File: config.mk
export PLATFORM = sky130hd
export DESIGN_NAME = fft_addr_gen
export DESIGN_NICKNAME = d
export VERILOG_FILES = /design/src/rtl/fft_pkg.sv /design/src/rtl/fft_delay_line.sv /design/src/rtl/fft_addr_gen.sv
export SDC_FILE = /design/constraint.sdc
export NUM_CORES = 1
export LEC_CHECK = 0
export ABC_CLOCK_PERIOD_IN_PS = 11500
export CAP_MARGIN = 20
export CORE_MARGIN = 2
export CORE_UTILIZATION = 40
export DETAILED_ROUTE_END_ITERATION = 12
export SLEW_MARGIN = 20
export SYNTH_ARGS = -nofsm -noshare
export SYNTH_HDL_FRONTEND = slang
export SYNTH_HIERARCHICAL = 1
export SYNTH_SLANG_ARGS = --single-unit
File: constraint.sdc
create_clock -name clk -period 11.5 [get_ports clk]
set_input_delay 2.875 -clock clk [delete_from_list [all_inputs] [get_ports clk]]
set_output_delay 2.875 -clock clk [all_outputs]
set_load 0.05 [all_outputs]
File: src/rtl/fft_pkg.sv
// fft_pkg: shared sizing, FSM state type and address helpers for the radix-2 DIT
// FFT address generator (fft_addr_gen) and its delay line (fft_delay_line).
//
// Contents:
//   N_LOG2, N, ADDR_W, DATA_W, BFLY_LAT, D  - FFT geometry and pipeline depth
//   fftState_t                              - sequencer states
//   stageHalf / bflyAddr1 / twIndex         - butterfly address arithmetic
package fft_pkg;

    localparam int unsigned N_LOG2   = 5;
    localparam int unsigned N        = 1 << N_LOG2;
    localparam int unsigned ADDR_W   = N_LOG2;
    localparam int unsigned DATA_W   = 64;
    localparam int unsigned BFLY_LAT = 3;
    // Memory read latency (1) plus butterfly latency.
    localparam int unsigned D        = 1 + BFLY_LAT;

    localparam int unsigned B_W      = N_LOG2 - 1;   // butterfly counter width
    localparam int unsigned TW_W     = N_LOG2 - 1;   // twiddle index width
    localparam int unsigned STAGE_W  = 3;

    typedef enum logic [2:0] {
        IDLE,
        READ,
        DRAIN,
        FLIP,
        DONE
    } fftState_t;

    // Distance between the two legs of a butterfly in stage s.
    function automatic logic [ADDR_W-1:0] stageHalf(input logic [STAGE_W-1:0] s);
        return ADDR_W'(1) << s;
    endfunction

    // Upper-leg address: insert a zero bit at position s of the butterfly index.
    function automatic logic [ADDR_W-1:0] bflyAddr1(input logic [B_W-1:0]     b,
                                                    input logic [STAGE_W-1:0] s);
        logic [ADDR_W-1:0] bx;
        logic [ADDR_W-1:0] pos;
        bx  = {1'b0, b};
        pos = bx & (stageHalf(s) - ADDR_W'(1));
        return ((bx >> s) << (s + 1)) | pos;
    endfunction

    // Twiddle index: position within the group, scaled to the N/2-entry ROM.
    function automatic logic [TW_W-1:0] twIndex(input logic [B_W-1:0]     b,
                                                input logic [STAGE_W-1:0] s);
        logic [ADDR_W-1:0] bx;
        logic [ADDR_W-1:0] pos;
        bx  = {1'b0, b};
        pos = bx & (stageHalf(s) - ADDR_W'(1));
        return TW_W'(pos << (B_W - s));
    endfunction

endpackage

File: src/rtl/fft_delay_line.sv
// fft_delay_line: fixed-depth shift register carrying {valid, addr_1, addr_2} from the
// read cycle to the write cycle.
//
// Ports:
//   clk      system clock
//   rst      asynchronous active-high reset, clears every stage
//   din      entry entering the line this cycle
//   dout     entry leaving the line (Depth cycles after entry)
//   pending  a valid entry will still be inside the line after the next edge
module fft_delay_line #(
    parameter int unsigned Depth = 4,
    parameter int unsigned Width = 11
) (
    input  logic             clk,
    input  logic             rst,
    input  logic [Width-1:0] din,
    output logic [Width-1:0] dout,
    output logic             pending
);

    logic [Width-1:0] pipe [Depth];

    always_ff @(posedge clk or posedge rst) begin
        if (rst) begin
            for (int i = 0; i < int'(Depth); i++) begin
                pipe[i] <= '0;
            end
        end else begin
            pipe[0] <= din;
            for (int i = 1; i < int'(Depth); i++) begin
                pipe[i] <= pipe[i-1];
            end
        end
    end

    assign dout = pipe[Depth-1];

    // The last stage is being written out this cycle, so it does not count.
    always_comb begin
        pending = 1'b0;
        for (int i = 0; i + 1 < int'(Depth); i++) begin
            pending = pending | pipe[i][Width-1];
        end
    end

endmodule

File: src/rtl/fft_addr_gen.sv
// fft_addr_gen: sequencer and address generator for an in-place radix-2 DIT FFT over a
// two-bank ping-pong memory. Walks N_LOG2 stages of N/2 butterflies, emits read
// addresses, twiddle index and butterfly valid, and delayed write addresses.
//
// Optional feature: define FFT_AGU_STALL_EN to add the stall input, which freezes the
// butterfly counter during READ without stopping the write pipeline.
//
// Ports:
//   clk, rst       clock, asynchronous active-high reset
//   start          begin a run (sampled in IDLE only)
//   stall          (FFT_AGU_STALL_EN only) hold the current butterfly in READ
//   busy, done     run in progress / one-cycle completion pulse
//   stage          current stage index
//   select         bank select, 0 = read bank A / write bank B
//   write_enable   memory write strobe, with addw_1/addw_2
//   addr_1/addr_2  read addresses (0 outside READ)
//   tw_idx         twiddle ROM index, aligned with memory dout and bfly_valid
module fft_addr_gen
    import fft_pkg::*;
(
    input  logic                clk,
    input  logic                rst,
    input  logic                start,
`ifdef FFT_AGU_STALL_EN
    input  logic                stall,
`endif
    output logic                busy,
    output logic                done,
    output logic [STAGE_W-1:0]  stage,
    output logic                select,
    output logic                write_enable,
    output logic [ADDR_W-1:0]   addr_1,
    output logic [ADDR_W-1:0]   addr_2,
    output logic [ADDR_W-1:0]   addw_1,
    output logic [ADDR_W-1:0]   addw_2,
    output logic [TW_W-1:0]     tw_idx,
    output logic                bfly_valid
);

    localparam int unsigned PIPE_W = 1 + 2 * ADDR_W;

    fftState_t          state;
    logic [STAGE_W-1:0] stageQ;
    logic [B_W-1:0]     bQ;
    logic               selQ;
    logic               busyQ;
    logic               doneQ;
    logic               bvQ;
    logic [TW_W-1:0]    twQ;

    logic               stallIn;
    logic               inRead;
    logic               issue;
    logic [ADDR_W-1:0]  rdAddr1;
    logic [ADDR_W-1:0]  rdAddr2;
    logic [TW_W-1:0]    rdTw;
    logic [PIPE_W-1:0]  pipeIn;
    logic [PIPE_W-1:0]  pipeOut;
    logic               pending;

`ifdef FFT_AGU_STALL_EN
    assign stallIn = stall;
`else
    assign stallIn = 1'b0;
`endif

    always_comb begin
        inRead  = (state == READ);
        issue   = inRead & ~stallIn;
        rdAddr1 = '0;
        rdAddr2 = '0;
        rdTw    = '0;
        if (inRead) begin
            rdAddr1 = bflyAddr1(bQ, stageQ);
            rdAddr2 = rdAddr1 + stageHalf(stageQ);
            rdTw    = twIndex(bQ, stageQ);
        end
        // Stalled cycles enter the line as empty bubbles.
        pipeIn = issue ? {1'b1, rdAddr1, rdAddr2} : '0;
    end

    fft_delay_line #(
        .Depth (D),
        .Width (PIPE_W)
    ) u_delay (
        .clk     (clk),
        .rst     (rst),
        .din     (pipeIn),
        .dout    (pipeOut),
        .pending (pending)
    );

    always_ff @(posedge clk or posedge rst) begin
        if (rst) begin
            state  <= IDLE;
            stageQ <= '0;
            bQ     <= '0;
            selQ   <= 1'b0;
            busyQ  <= 1'b0;
            doneQ  <= 1'b0;
            bvQ    <= 1'b0;
            twQ    <= '0;
        end else begin
            doneQ <= 1'b0;
            // Memory read takes one cycle, so valid/twiddle follow the address by one.
            bvQ   <= issue;
            twQ   <= issue ? rdTw : '0;
            case (state)
                IDLE: begin
                    if (start) begin
                        state  <= READ;
                        stageQ <= '0;
                        bQ     <= '0;
                        busyQ  <= 1'b1;
                    end
                end
                READ: begin
                    if (!stallIn) begin
                        if (bQ == B_W'(N / 2 - 1)) begin
                            state <= DRAIN;
                        end else begin
                            bQ <= bQ + 1'b1;
                        end
                    end
                end
                DRAIN: begin
                    if (!pending) begin
                        state <= FLIP;
                    end
                end
                FLIP: begin
                    selQ <= ~selQ;
                    if (stageQ == STAGE_W'(N_LOG2 - 1)) begin
                        state <= DONE;
                        doneQ <= 1'b1;
                    end else begin
                        stageQ <= stageQ + 1'b1;
                        bQ     <= '0;
                        state  <= READ;
                    end
                end
                DONE: begin
                    state <= IDLE;
                    busyQ <= 1'b0;
                end
                default: begin
                    state <= IDLE;
                end
            endcase
        end
    end

    assign busy         = busyQ;
    assign done         = doneQ;
    assign stage        = stageQ;
    assign select       = selQ;
    assign addr_1       = rdAddr1;
    assign addr_2       = rdAddr2;
    assign tw_idx       = twQ;
    assign bfly_valid   = bvQ;
    assign write_enable = pipeOut[PIPE_W-1];
    assign addw_1       = pipeOut[2*ADDR_W-1:ADDR_W];
    assign addw_2       = pipeOut[ADDR_W-1:0];

endmodule

==> results.sh <==
export IMPL_status="completed"
export IMPL_rows=29
export IMPL_maxSlewHeadroom_pct=53.9
export IMPL_ctsResizeCount=0
export IMPL_endpoint="addr_2[4]"
export IMPL_clk_pin_slew_ns=0.07
export IMPL_ys_flop_type="dfrtp_1"
export IMPL_multi_input_area_um2=870
export IMPL_n_antenna_cell=0
export IMPL_worstSkewPairLatency_ns=0.33
export IMPL_drtIter0Drc=72
export IMPL_antenna_found_initial=0
export IMPL_via_count=1584
export IMPL_wl_um=4490
export IMPL_place_detailed_hpwl_um=3160
export IMPL_layout_nets=266
export IMPL_r2r_start="stage[0]"
export IMPL_ant_nets=0
export IMPL_start_util_pct=41.2
export IMPL_synthCells=222
export IMPL_ys_types=46
export IMPL_post_drt_wl_per_cell_um=13.6
export IMPL_synth_top_cell_area_share_pct=59.7
export IMPL_grt_ovfl_total=0
export IMPL_die_x_um=84.6
export IMPL_seq_area_um2=1550
export IMPL_netlist_area_um2=2600
export IMPL_finClkSkew_ns=0.00940
export IMPL_core_area_um2=6310
export IMPL_synth_top_area_cell="dfrtp_1"
export IMPL_area_delta_synth_final_pct=20.3
export IMPL_ys_seq_area_share_pct=59.7
export IMPL_grt_pass1_vias=1538
export IMPL_cts_root_buf="clkbuf_8"
export IMPL_drc=0
export IMPL_via_per_inst=4.80
export IMPL_nFillCells=602
export IMPL_post_cts_buffers=0
export IMPL_crit_start="stage[0]"
export IMPL_layout_drive_gt1_share_pct=8.70
export IMPL_grt_max_degree=45
export IMPL_r2r_slack_ns=7.92
export IMPL_place_gp_congestion=0.801
export IMPL_numCtsBuffers=9
export IMPL_netlist_top_cells_count="dfrtp_1, nor2_1, ha_1, buf_4, inv_1"
export IMPL_synth_nets=239
export IMPL_startpoint_type="flip-flop"
export IMPL_cp_end_kind="output pin"
export IMPL_required_ns=8.63
export IMPL_max_cap_violations=0
export IMPL_placement_io_buffers=34
export IMPL_hold_buffers=0
export IMPL_setup_viol=0
export IMPL_cts_tree="done"
export IMPL_synth_most_common_cell="dfrtp_1"
export IMPL_die_area_um2=7160
export IMPL_die_h_um=84.6
export IMPL_tns_ns=0
export IMPL_fmax_mhz=133
export IMPL_synth_edff_count=0
export IMPL_drtPass1Iterations=4
export IMPL_drv_slew=0
export IMPL_yosysWarnings=6
export IMPL_tightest_slew_ns=0.691
export IMPL_yosys_register_bits=62
export IMPL_syn_avg_cell_area_um2=11.7
export IMPL_min_period_ns=7.52
export IMPL_rsz0062_at_grt="no"
export IMPL_grt_pass1_wl_um=7750
export IMPL_cts_path_max_buffers=2
export IMPL_worstPathArrival_ns=4.64
export IMPL_synth_area_top_cells="dfrtp_1, ha_1, buf_4, nor2_1, xor2_1"
export IMPL_rr_worst_depth=12
export IMPL_hold_violations=0
export IMPL_clkSinkCount=62
export IMPL_top_level_ports=35
export IMPL_globalRouteTotalUtil_pct=14.2
export IMPL_crit_type="flip-flop to output pin"
export IMPL_hold_class="flip-flop to flip-flop"
export IMPL_htreeDepth=3
export IMPL_cp_max_fo=16
export IMPL_min_period_over_period_pct=65.4
export IMPL_r2r_end="u_delay/pipe[37]"
export IMPL_synth_async_reset_ratio_pct=100
cell families (layout without fill, tap and decap cells):
kind of cell / Yosys count / after routing / share of synthesized area [%]
multiplexers: 2 / 2 / 0.770
flip-flops: 62 / 62 / 59.7
AND/OR/NAND/NOR: 64 / 64 / 12.8
adder cells (fa/ha/maj): 14 / 14 / 7.03
XOR/XNOR: 12 / 12 / 4.04
buffers and inverters: 33 / 64 / 6.84
AO/OA/AOI/OAI: 35 / 35 / 8.86
final cells by class:
class / instances / area share [%]
multi-input cells: 127 / 27.8
inverters: 14 / 1.68
clock buffers: 12 / 5.28
repair buffers: 35 / 11.1
well taps: 77 / 3.08
flip-flops and latches: 62 / 49.6
clock inverters: 3 / 1.36
sequential cells by signal, indices dropped and copies added, names as in the netlist:
signal and count:
stage 3, state 3, u_delay/pipe 33, done 1, bQ 4, u_delay/dout 11, select 1, tw_idx 4
bfly_valid 1, busy 1
how the worst min path moves through the flow:
stage / from / end / cells past startpoint
final: u_delay/pipe[41] / u_delay/pipe[30] / 0
after global routing: u_delay/pipe[41] / u_delay/pipe[30] / 0
after CTS: u_delay/pipe[41] / u_delay/pipe[30] / 0
after detailed placement: u_delay/pipe[20] / u_delay/dout[9] / 0
after global placement: u_delay/pipe[17] / u_delay/dout[6] / 0
after floorplan: u_delay/pipe[11] / u_delay/dout[0] / 0
worst max-delay path: stages, from the launching register on:
cell and delay [ns]:
dfrtp_1 0.66, inv_2 0.13, ha_1 0.52, nand2b_1 0.26, o32ai_1 0.37, ha_1 0.23, inv_1 0.06, fa_1 0.41
nand2b_1 0.16, a21oi_1 0.24, xor2_1 0.20, xnor2_1 0.13, and2_1 0.16, clkdlybuf4s50_1 0.80
layout by cell type, fill, tap and decap left out, types with 3 or more instances in the layout:
master           synthesis  routed
nor3_1                   3       3
ha_1                    13      13
nand2_1                  9       9
o21ai_1                  5       5
nor2_1                  22      22
xor2_1                   8       8
nand3_1                  5       5
xnor2_1                  4       4
nand2b_1                 6       6
clkbuf_8                 0      12
dfrtp_1                 62      62
clkdlybuf4s50_1          0      34
a21oi_1                 10      10
inv_1                   11      10
inv_2                    3       3
a21o_1                   3       3
and2_1                   5       5
per-layer routing:
metal	part of all wire, %	GRT usage (%)	wire [µm]
met5	0	0	0
met1	50	20.3	2260
met3	4.2	4.33	188
met2	43	19.7	1950
met4	2.1	6.93	93
stage by stage:
stage	hold WS (ns)	instance area [µm²]	setup slack, ns	util (%)	std cells
after global routing	0.351	3130	3.58	49.5	330
after global placement	0.331	2920	4.40	46.2	315
after CTS	0.345	3130	3.91	49.5	330
after floorplan	0.331	2600	5.00	-	222
final	0.342	3130	3.98	49.5	330
after detailed placement	0.335	2920	4.30	46.2	315
Power is left out: the tool's default activity adds up to more than one toggle a clock period on the data nets, which glitch-free logic cannot reach.
